## config.mk

```make
export PLATFORM = sky130hd
export DESIGN_NAME = gray_updown_counter
export DESIGN_NICKNAME = d
export VERILOG_FILES = /design/src/rtl/gray_updown_counter.sv
export SDC_FILE = /design/constraint.sdc
export NUM_CORES = 1
export LEC_CHECK = 0
export BUFFER_PORTS_ARGS = -buffer_cell sky130_fd_sc_hd__buf_2
export CORE_MARGIN = 2
export CORE_UTILIZATION = 35
export CTS_CLUSTER_DIAMETER = 60
export DETAILED_ROUTE_END_ITERATION = 6
export PLACE_DENSITY = 0.58
export SLEW_MARGIN = 20
export SYNTH_ARGS = -nofsm -noshare
export SYNTH_HDL_FRONTEND = slang
export SYNTH_SLANG_ARGS = --single-unit
```

## constraint.sdc

```tcl
create_clock -name clk -period 2.95 [get_ports clk]
set_input_delay 0.4425 -clock clk [delete_from_list [all_inputs] [get_ports clk]]
set_output_delay 0.4425 -clock clk [all_outputs]
set_load 0.005 [all_outputs]
```

## src/rtl/gray_updown_counter.sv

```systemverilog
// Up/down counter with registered binary and Gray views that always agree.
// Supports synchronous load, wrap or saturate at the limits, and an overflow pulse.
module gray_updown_counter #(
  parameter int             W    = 4,
  parameter logic [W-1:0]   INIT = '0,
  parameter bit             SAT  = 1'b0
) (
  input  logic         clk,
  input  logic         areset,
  input  logic         ce,
  input  logic         dir,
  input  logic         load,
  input  logic [W-1:0] load_val,
  output logic [W-1:0] cnt_bin,
  output logic [W-1:0] cnt_gray,
  output logic         ovf
);

  localparam logic [W-1:0] MAXV = '1;
  localparam logic [W-1:0] ONE  = W'(1);

  function automatic logic [W-1:0] to_gray(input logic [W-1:0] b);
    return b ^ (b >> 1);
  endfunction

  logic [W-1:0] bin, bin_nxt;
  logic [W-1:0] gray_q;
  logic         ovf_q, ovf_nxt;

  always_comb begin
    bin_nxt = bin;
    ovf_nxt = 1'b0;
    if (load) begin
      bin_nxt = load_val;
    end else if (ce && dir) begin
      if (bin == MAXV) begin
        ovf_nxt = 1'b1;
        if (!SAT) bin_nxt = '0;
      end else begin
        bin_nxt = bin + ONE;
      end
    end else if (ce) begin
      if (bin == '0) begin
        ovf_nxt = 1'b1;
        if (!SAT) bin_nxt = MAXV;
      end else begin
        bin_nxt = bin - ONE;
      end
    end
  end

  // Gray is registered from the next binary value so both views change on the same edge.
  always_ff @(posedge clk or negedge areset) begin
    if (!areset) begin
      bin    <= INIT;
      gray_q <= to_gray(INIT);
      ovf_q  <= 1'b0;
    end else begin
      bin    <= bin_nxt;
      gray_q <= to_gray(bin_nxt);
      ovf_q  <= ovf_nxt;
    end
  end

  assign cnt_bin  = bin;
  assign cnt_gray = gray_q;
  assign ovf      = ovf_q;

endmodule

```

==> key figures, run 1 <==
Hold path
  – Worst min-delay path category: input pin to asynchronous set/reset pin

Timing
  – RSZ-0062 raised after global routing: no
  – Final number of max-transition violations: 0
  – Setup violations, final: 0
  – Fin crit period: 1.79 ns
  – Worst Skew: 0.00248 ns
  – Setup TNS: 0 ns
  – Final worst-path cycle share: 0.606
  – Worst-Margin Slew: 0.384 ns
  – Slew headroom: 0.740
  – Fmax: 560 MHz
  – Final Hold Viols: 0

Clocking
  – Clk_lat worst skew: 0.25 ns
  – Post-CTS Setup Repair Bufs: 0
  – Post-cts sizing count: 0
  – CTS Buffer Depth: 2
  – Root buffer cell: clkbuf_4
  – H-tree levels: 1
  – Clock Sinks: 8
  – Cts bufs inserted: 3
  – CTS tree: yes
  – Cts hold-fix bufs: 0
  – Clock-pin slew on the worst setup and hold paths: 0.05 ns

Global route
  – GRT Total Usage: 0.118
  – Vias in the first global route: 369
  – Initial antenna violation count: 0
  – First-pass GRT wire length: 1570 um
  – Total grt overflow: 0
  – Largest net degree at the start of global routing: 9

Floorplan
  – Starting density of the core: 0.375
  – Chip width: a little over 40 um
  – Rows: 13
  – Core Footprint: 1320 um2
  – Die Y: 41.6 um
  – Die ar.: ~1700 um2
  – Ports: 18

Worst setup path
  – Startpoint Class: flop
  – Worst path required time: roughly 3.1 ns
  – Worst Setup Path Type: flop to flop
  – Critical Path End Type: flop
  – Worst-path maximum fanout: 7
  – Largest stage delay, worst path: 0.48 ns
  – Reg2reg path depth: 7
  – Arr. time, crit path: approximately 2.0 ns
  – Sequence of cells on the critical path: inv_1 > ha_1 > or4b_4 > a21oi_2 > mux2i_1 > o21ai_2 > xnor2_1
  – Slowest cell on the critical path: or4b_4

Finish
  – Ant. Diodes: 0
  – Fillers: 140
  – Layout cells sized above 1: 0.391
  – Area growth, synth to finish: 20.3%
  – Nets: 77

Power and ir drop
  – Pleak: slightly below 0.3 nW
  – Pwr Total: 0.331 mW
  – Peak supply drop: 0.321 mV
  – PwrDens: approximately 560 nW/um2

Logic synthesis
  – Register area share after synthesis: 0.405
  – Commonest cells post-synth: dfrtp_1, xnor2_1, inv_1
  – Top cells by area, synth: dfrtp_1, xnor2_1, mux2i_1, ha_1, xor2_1
  – EDFF count, synth: 0
  – Avg Cell Area, Syn: 10.5 um2
  – Dominant cell type by area after synthesis: dfrtp_1
  – Dominant synthesized flop cell: dfrtp_1
  – Synthesized instance count: 47
  – Synth top area share: 0.405
  – Most numerous cell in the Yosys netlist: dfrtp_1
  – Flops & latches, synth: 8
  – Post-synth cell types: 24
  – Post-synth ARST share: 1.00
  – Mapped Area: 494 um2
  – Syn Nets: between 50 and 60
  – Total number of yosys warnings: 0

Flow run
  – Max cap viols: 0

Detailed routing
  – DR pass1 iterations: 4
  – Iter 0 DRT Violations: 5
  – WL final: 861 um
  – Via density: 4.73
  – Post-route ant nets: 0
  – Vias: 374
  – Wirelength per Cell: 10.9 um
  – Remaining DRCs: 0

Run status
  – Status: finished clean

Place
  – IO buf count: 17
  – GPL Wtd Cong: 0.686
-- final cells by class --
class,instances,area (um2),share of cell area
Multi-Input combinational cell,32,253,0.425
Clock buffer,3,22.5,0.0379
Timing Repair Buffer,17,85.1,0.143
Tap cell,15,18.8,0.0316
Sequential cell,8,200,0.337
Inverter,4,15.0,0.0253
-- stage by stage --
| step | setup slack, ns | cells | util | area [um2] | hold slack [ns] |
|---|---|---|---|---|---|
| 5_1_grt | 1.01 | 79 | 0.451 | 594 | 0.0260 |
| 3_5_place_dp | 1.18 | 76 | 0.434 | 572 | 0.295 |
| 4_1_cts | 1.16 | 79 | 0.451 | 594 | 0.0196 |
| 2_1_floorplan | 1.28 | 47 | - | 494 | 0.147 |
| 3_3_place_gp | 1.16 | 76 | 0.434 | 572 | 0.291 |
| 6_report | 1.16 | 79 | 0.451 | 594 | 0.0217 |
-- registers in the layout, indices dropped and copies added (netlist names) --
name / cells
cnt_gray: 3
cnt_bin: 4
ovf: 1
-- cells by family (layout without fill, tap and decap cells) --
logic type                 count (synthesis)  count (layout)  synth area share
buffers and inverters                      7              24            0.0835
xor gates and xnor gates                   7               7             0.124
and+or+nand+nor                           12              12             0.157
muxes                                      4               4            0.0835
DFF                                        8               8             0.405
AOI/OAI and AO/OA                          7               7            0.0962
adders and majority gates                  2               2            0.0506
-- critical path: cells and delay by family (launching register included) --
| family | cells | cell delay (ns) |
|---|---|---|
| simple gates | 1 | 0.48 |
| flops | 1 | 0.45 |
| compound gates | 2 | 0.30 |
| fa+ha+maj | 1 | 0.18 |
| xor+xnor | 1 | 0.13 |
| buf+inv | 1 | 0.09 |
| mux | 1 | 0.09 |
-- path summary, 6_finish.rpt --
check                                  from     endpoint  slack, ns
worst max-delay path             cnt_bin[0]  cnt_gray[0]       1.16
worst min-delay path                 areset  cnt_gray[1]       0.02
worst max register to register   cnt_bin[0]  cnt_gray[0]       1.16
worst min register to register   cnt_bin[2]          ovf       0.66
max in group asynchronous            areset   cnt_bin[2]       2.76
min in group clk                load_val[0]   cnt_bin[0]       0.42
-- report_power, final --
part | switching (mW) | internal, mW | total (mW)
logic | 0.0462 | 0.0543 | 0.100
clock network | 0.0347 | 0.0464 | 0.0811
registers | 0.0186 | 0.131 | 0.150
-- placed cells by master, fill, tap and decap left out, types with 2 or more instances in the layout --
cell type	netlist	final
nand3_1	2	2
buf_2	1	17
ha_1	2	2
xnor2_1	5	5
mux2i_1	3	3
inv_1	4	4
clkbuf_4	0	3
dfrtp_1	8	8
a21oi_1	3	3
nand2_1	3	3
xor2_1	2	2
-- routing by layer --
layer | track usage | share of wire
met1 | 0.142 | 0.46
met4 | 0.0194 | 0
met5 | 0 | 0
met3 | 0.0696 | 0.086
met2 | 0.184 | 0.46
(Power assumes the default switching activity.)
==> run 2, diff against run 1 <==
- clock period: 2.95 -> 1.8 ns (I/O delays scaled with it)
==> run 2 against run 1 <==
Compared with the run above:
- via count rose by 8.0%
- utilization rose by 3.3 points
- sequential cell count did not move
- largest cell class unchanged
- highest routed layer is now met4
- cell area rose by 7.4%
- critical endpoint unchanged
- final cell count rose by 6.3%
- die area did not move
- global-route usage rose by 1.9 points
- critical path depth did not move
==> key figures, run 2 (synthesis results as in run 1) <==
Run status
  – Status: finished clean

Worst setup path
  – CP bufs+invs: 1
  – Largest stage delay, worst path: 0.48 ns
  – Critical Path End Type: flop
  – Sequence of cells on the critical path: inv_1 > ha_2 > or4b_4 > a21oi_2 > mux2i_1 > o21ai_2 > xnor2_1
  – Crit path from: cnt_bin[1]
  – R2R Path Start: cnt_bin[1]
  – Worst Setup Path Type: flop to flop
  – Worst path required time: 1.98 ns
  – Slowest cell on the critical path: or4b_4
  – Worst-path maximum fanout: 5
  – Startpoint Class: flop
  – Arr. time, crit path: 1.92 ns
  – CP delay by family, top: simple AND/OR/NAND/NOR gates

Timing
  – WHS: 0.246 ns
  – Setup WS post-layout: 0.0616 ns
  – Final number of max-transition violations: 0
  – RSZ-0062 raised after global routing: yes
  – Worst-Margin Slew: 0.314 ns
  – Slew headroom: 0.785
  – Worst Skew: 0.00165 ns
  – Fmax: ~580 MHz
  – Final worst-path cycle share: 0.966
  – Setup violations, final: 0
  – Final Hold Viols: 0
  – Fin crit period: 1.74 ns

Place
  – Placement Setup Slack: 0.0382 ns
  – IO buf count: 17
  – GPL Wtd Cong: just under 0.8
  – Hpwl dp: 722 um

Detailed routing
  – Vias: 404
  – Iter 0 DRT Violations: 3
  – Via density: 4.81
  – Remaining DRCs: 0
  – Wirelength per Cell: ~11 um
  – WL final: 938 um
  – Post-route ant nets: 0
  – DR pass1 iterations: 2

Power and ir drop
  – Sequential power share: 0.418
  – Peak supply drop: 0.511 mV
  – Sw frac: 0.302
  – Combinational Power Share: 0.343
  – Pleak: 0.311 nW
  – Pwr Total: 0.570 mW
  – Switching power: about 0.17 mW
  – PwrDens: a little under 900 nW/um2
  – Int Pwr: a little under 0.4 mW
  – Clock share of power: 0.239

Finish
  – Commonest non-fill, non-tap cell in the layout: buf_2
  – Ant. Diodes: 0
  – Commonest non-fill, non-tap cells in the layout: buf_2, dfrtp_1, xnor2_1, inv_1, buf_4
  – Max reg flops: 4
  – Post-layout util: 0.484
  – Nets: between 80 and 90
  – Area growth, synth to finish: 29.1%
  – Fillers: roughly 140
  – Layout cells sized above 1: 0.449

Floorplan
  – Die ar.: 1730 um2
  – Ports: 18
  – Chip width: 41.6 um
  – Rows: 13
  – Die Y: 41.6 um
  – Core Footprint: 1320 um2
  – Starting density of the core: 0.375

Clocking
  – Clk_lat worst skew: 0.25 ns
  – Clock-pin slew on the worst setup and hold paths: about 0.05 ns
  – CTS tree: yes
  – CTS Buffer Depth: 2
  – Clock Sinks: 8
  – Root buffer cell: clkbuf_4
  – Cts bufs inserted: 3
  – H-tree levels: 1

Global route
  – Initial antenna violation count: 0
  – Vias in the first global route: 384
  – Total grt overflow: 0
  – Largest net degree at the start of global routing: 9
  – GRT Total Usage: 0.137
  – First-pass GRT wire length: 1710 um

Flow run
  – Max cap viols: 0

Hold path
  – Worst min-delay path category: input pin to flop
  – Hold wc startpoint: load_val[0]
==> run 2: cell types whose count changed in the layout (fill, tap and decap cells not counted), sizes merged <==
cell / change
buf: +4
dlygate4sd3: +1
==> run 2: cell type report <==
type / count / area [um2] / share of cell area
clock buffer: 3 / 22.5 / 0.0353
inverter: 4 / 15.0 / 0.0235
multi-input combinational: 32 / 255 / 0.400
sequential: 8 / 201 / 0.316
tap: 15 / 18.8 / 0.0294
timing repair buffer: 22 / 125 / 0.196
==> run 2: metal layers <==
layer	GRT usage	share of wire	vias to the layer above
li1	-	-	205
met1	0.166	0.45	184
met2	0.194	0.46	12
met3	0.0826	0.071	3
met4	0.0581	0.011	0
met5	0	0	-
==> run 2: worst min-delay path: stages <==
cell and delay [ns]:
buf_2 0.07, nand2_1 0.05, o21ai_2 0.06
==> run 2: metrics by stage <==
| step | cells | cell area, um2 | setup TNS, ns |
|---|---|---|---|
| after detailed placement | 78 | 587 | 0 |
| after CTS | 82 | 619 | 0 |
| after floorplan | 47 | 494 | 0 |
| final | 84 | 638 | 0 |
| after global placement | 78 | 587 | 0 |
| after global routing | 84 | 638 | -0.137 |
==> run 2: worst paths after layout <==
path | endpoint | cells after the start | slack, ns
max reg2reg | cnt_gray[0] | 7 | 0.06
min reg2reg | ovf | 2 | 0.59
min | cnt_bin[0] | 3 | 0.25
max | cnt_gray[0] | 7 | 0.06
max in group asynchronous | cnt_bin[0] | 2 | 1.24
min in group asynchronous | cnt_gray[2] | 2 | 0.38
==> run 2: power groups by stage <==
stage	registers (mW)	logic [mW]	clock network, mW
4_1_cts	0.240	0.186	0.143
5_1_grt	0.245	0.223	0.155
2_1_floorplan	0.251	0.106	0
3_5_place_dp	0.242	0.184	0
6_report	0.239	0.196	0.136
3_3_place_gp	0.242	0.182	0
==> run 2: what timing repair did <==
action                                 in CTS  in global routing
endpoints found under the hold margin       8                  0
setup endpoints to repair                   0                  4
buffers inserted                            0                  2
resized for setup                           0                  2
hold buffers                                1                  0
==> run 3, diff against run 2 <==
- BUFFER_PORTS_ARGS: -buffer_cell sky130_fd_sc_hd__buf_2 -> not set
- CAP_MARGIN: not set -> 25
- DONT_BUFFER_PORTS: not set -> 1
- HOLD_SLACK_MARGIN: not set -> 0.02
- PLACE_DENSITY: 0.58 -> 0.47
==> run 3 against run 2 <==
Compared with the run above:
- register-to-register slack barely moved
- cell area shrank 13%
- count of clock-buffer cells in the layout did not move
- worst hold slack got worse by 0.11 ns
- final cell count is 20% lower
- die area unchanged
- non-clock buffer count is 17 lower
- sequential cell count did not move
- combinational power is 23% lower
- highest routed layer is now met3
==> key figures, run 3 (synthesis results as in run 1) <==
Run status
  – Status: finished clean

Clocking
  – H-tree levels: 1
  – Cts bufs inserted: 3
  – Clock-pin slew on the worst setup and hold paths: 0.05 ns
  – CTS Buffer Depth: 2
  – CTS tree: yes
  – Clk_lat worst skew: ~0.25 ns
  – Root buffer cell: clkbuf_4
  – Clock Sinks: 8

Global route
  – Vias in the first global route: 354
  – Total grt overflow: 0
  – GRT Total Usage: 0.127
  – Initial antenna violation count: 0
  – First-pass GRT wire length: roughly 1600 um
  – Largest net degree at the start of global routing: 9

Worst setup path
  – Largest stage delay, worst path: about 0.47 ns
  – Reg2Reg Capture Point: cnt_gray[0]
  – Worst path required time: 1.96 ns
  – R2R Path Start: cnt_bin[0]
  – Worst-path maximum fanout: 3
  – Slowest cell on the critical path: or4b_4
  – Worst Setup Path Type: flop to flop
  – CP delay by family, top: simple AND/OR/NAND/NOR gates
  – Sequence of cells on the critical path: inv_1 > ha_2 > or4b_4 > a21oi_2 > mux2i_1 > o21ai_2 > xnor2_1
  – Critical Path End Type: flop
  – Arr. time, crit path: 1.90 ns
  – Reg2reg path depth: 7
  – Setup slack, reg-to-reg: 0.06 ns
  – CP bufs+invs: 1
  – Startpoint Class: flop

Detailed routing
  – DR pass1 iterations: 4
  – Remaining DRCs: 0
  – Vias: 359
  – Via density: 5.36
  – WL final: between 900 and 1000 um
  – Post-route ant nets: 0
  – Wirelength per Cell: about 14 um
  – Iter 0 DRT Violations: 8

Finish
  – Commonest non-fill, non-tap cells in the layout: dfrtp_1, xnor2_1, inv_1, buf_4
  – Commonest non-fill, non-tap cell in the layout: dfrtp_1
  – Area of the multi-input gates: between 200 and 300 um2
  – Max reg flops: 4
  – Register area: 200 um2
  – Ant. Diodes: 0
  – Nets: 65
  – Post-layout util: 0.424
  – Fillers: about 130
  – Area growth, synth to finish: 12.9%
  – Layout cells sized above 1: 0.269

Timing
  – WHS: 0.131 ns
  – Final Hold Viols: 0
  – RSZ-0062 raised after global routing: yes
  – Fin crit period: 1.74 ns
  – Worst Skew: 0.00722 ns
  – Setup WS post-layout: 0.0607 ns
  – Slew headroom: 0.772
  – Setup violations, final: 0
  – Fmax: between 500 and 600 MHz
  – Final worst-path cycle share: 0.966
  – Worst-Margin Slew: 0.333 ns
  – Final number of max-transition violations: 0

Power and ir drop
  – Sequential power share: 0.463
  – Sw frac: 0.295
  – PwrDens: between 900 and 1000 nW/um2
  – Clock share of power: 0.249
  – Pleak: 0.244 nW
  – Peak supply drop: about 0.48 mV
  – Combinational Power Share: 0.288
  – Switching power: 0.155 mW
  – Int Pwr: around 0.37 mW

Floorplan
  – Core Footprint: approximately 1300 um2
  – Die Y: 41.6 um
  – Ports: 18
  – Die ar.: roughly 1700 um2
  – Rows: 13
  – Chip width: 41.6 um
  – Starting density of the core: 0.375

Place
  – GPL Wtd Cong: 0.767
  – Placement Setup Slack: 0.0663 ns
  – Hpwl dp: 777 um
  – IO buf count: 0

Flow run
  – Max cap viols: 0

Hold path
  – Worst min-delay path category: input pin to flop
  – Hold wc startpoint: load
  – Hold EP: cnt_bin[0]
  – Hold Crit Depth: 1
-- run 3: cell types whose count changed in the layout (fill, tap and decap cells not counted) --
cell | previous run | this run
buf_2 | 17 | 0
dfrtp_1 | 7 | 8
dfrtp_2 | 1 | 0
nor4b_1 | 1 | 0
nor4b_2 | 0 | 1
-- run 3: through the flow --
stage / std cells / cell area [um2] / TNS (ns) / power (mW)
2_1_floorplan: 47 / 494 / 0 / 0.356
3_3_place_gp: 63 / 517 / 0 / 0.386
3_5_place_dp: 63 / 517 / 0 / 0.392
4_1_cts: 67 / 549 / 0 / 0.531
5_1_grt: 67 / 558 / -0.0247 / 0.574
6_report: 67 / 558 / 0 / 0.525
-- run 3: layout make-up --
type / instances / area share
well taps: 15 / 0.0336
repair buffers: 5 / 0.0717
multi-input cells: 32 / 0.469
inverters: 4 / 0.0269
clock buffers: 3 / 0.0404
flip-flops and latches: 8 / 0.359
-- run 3: power groups by stage --
stage | registers [mW] | clock network [mW] | logic (mW)
after global routing | 0.244 | 0.157 | 0.172
after CTS | 0.242 | 0.137 | 0.152
after global placement | 0.244 | 0 | 0.142
final | 0.243 | 0.131 | 0.151
after floorplan | 0.251 | 0 | 0.106
after detailed placement | 0.245 | 0 | 0.146
-- run 3: repair_timing --
item	4_1_cts	5_1_grt
setup buffers	0	0
endpoints found under the hold margin	8	0
gates resized for setup	0	2
endpoints found under the setup margin	0	2
hold buffers	1	0
-- run 3: worst max-delay path by stage --
| stage | slack (ns) | startpoint | end | cells past startpoint |
|---|---|---|---|---|
| finish | 0.06 | cnt_bin[0] | cnt_gray[0] | 7 |
| global route | -0.02 | cnt_bin[0] | cnt_gray[0] | 7 |
| CTS | 0.05 | cnt_bin[1] | cnt_gray[0] | 7 |
| detailed placement | 0.07 | cnt_bin[1] | cnt_gray[0] | 7 |
| global placement | 0.11 | cnt_bin[1] | cnt_gray[0] | 7 |
| floorplan | 0.13 | cnt_bin[0] | cnt_gray[0] | 7 |
-- run 3: routing by layer --
layer  track usage  routed length (um)  up-vias
met4        0.0194                   0        0
li1              -                   -      172
met2         0.200                 480       14
met3         0.104                  99        0
met1         0.135                 373      173
met5             0                   0        -
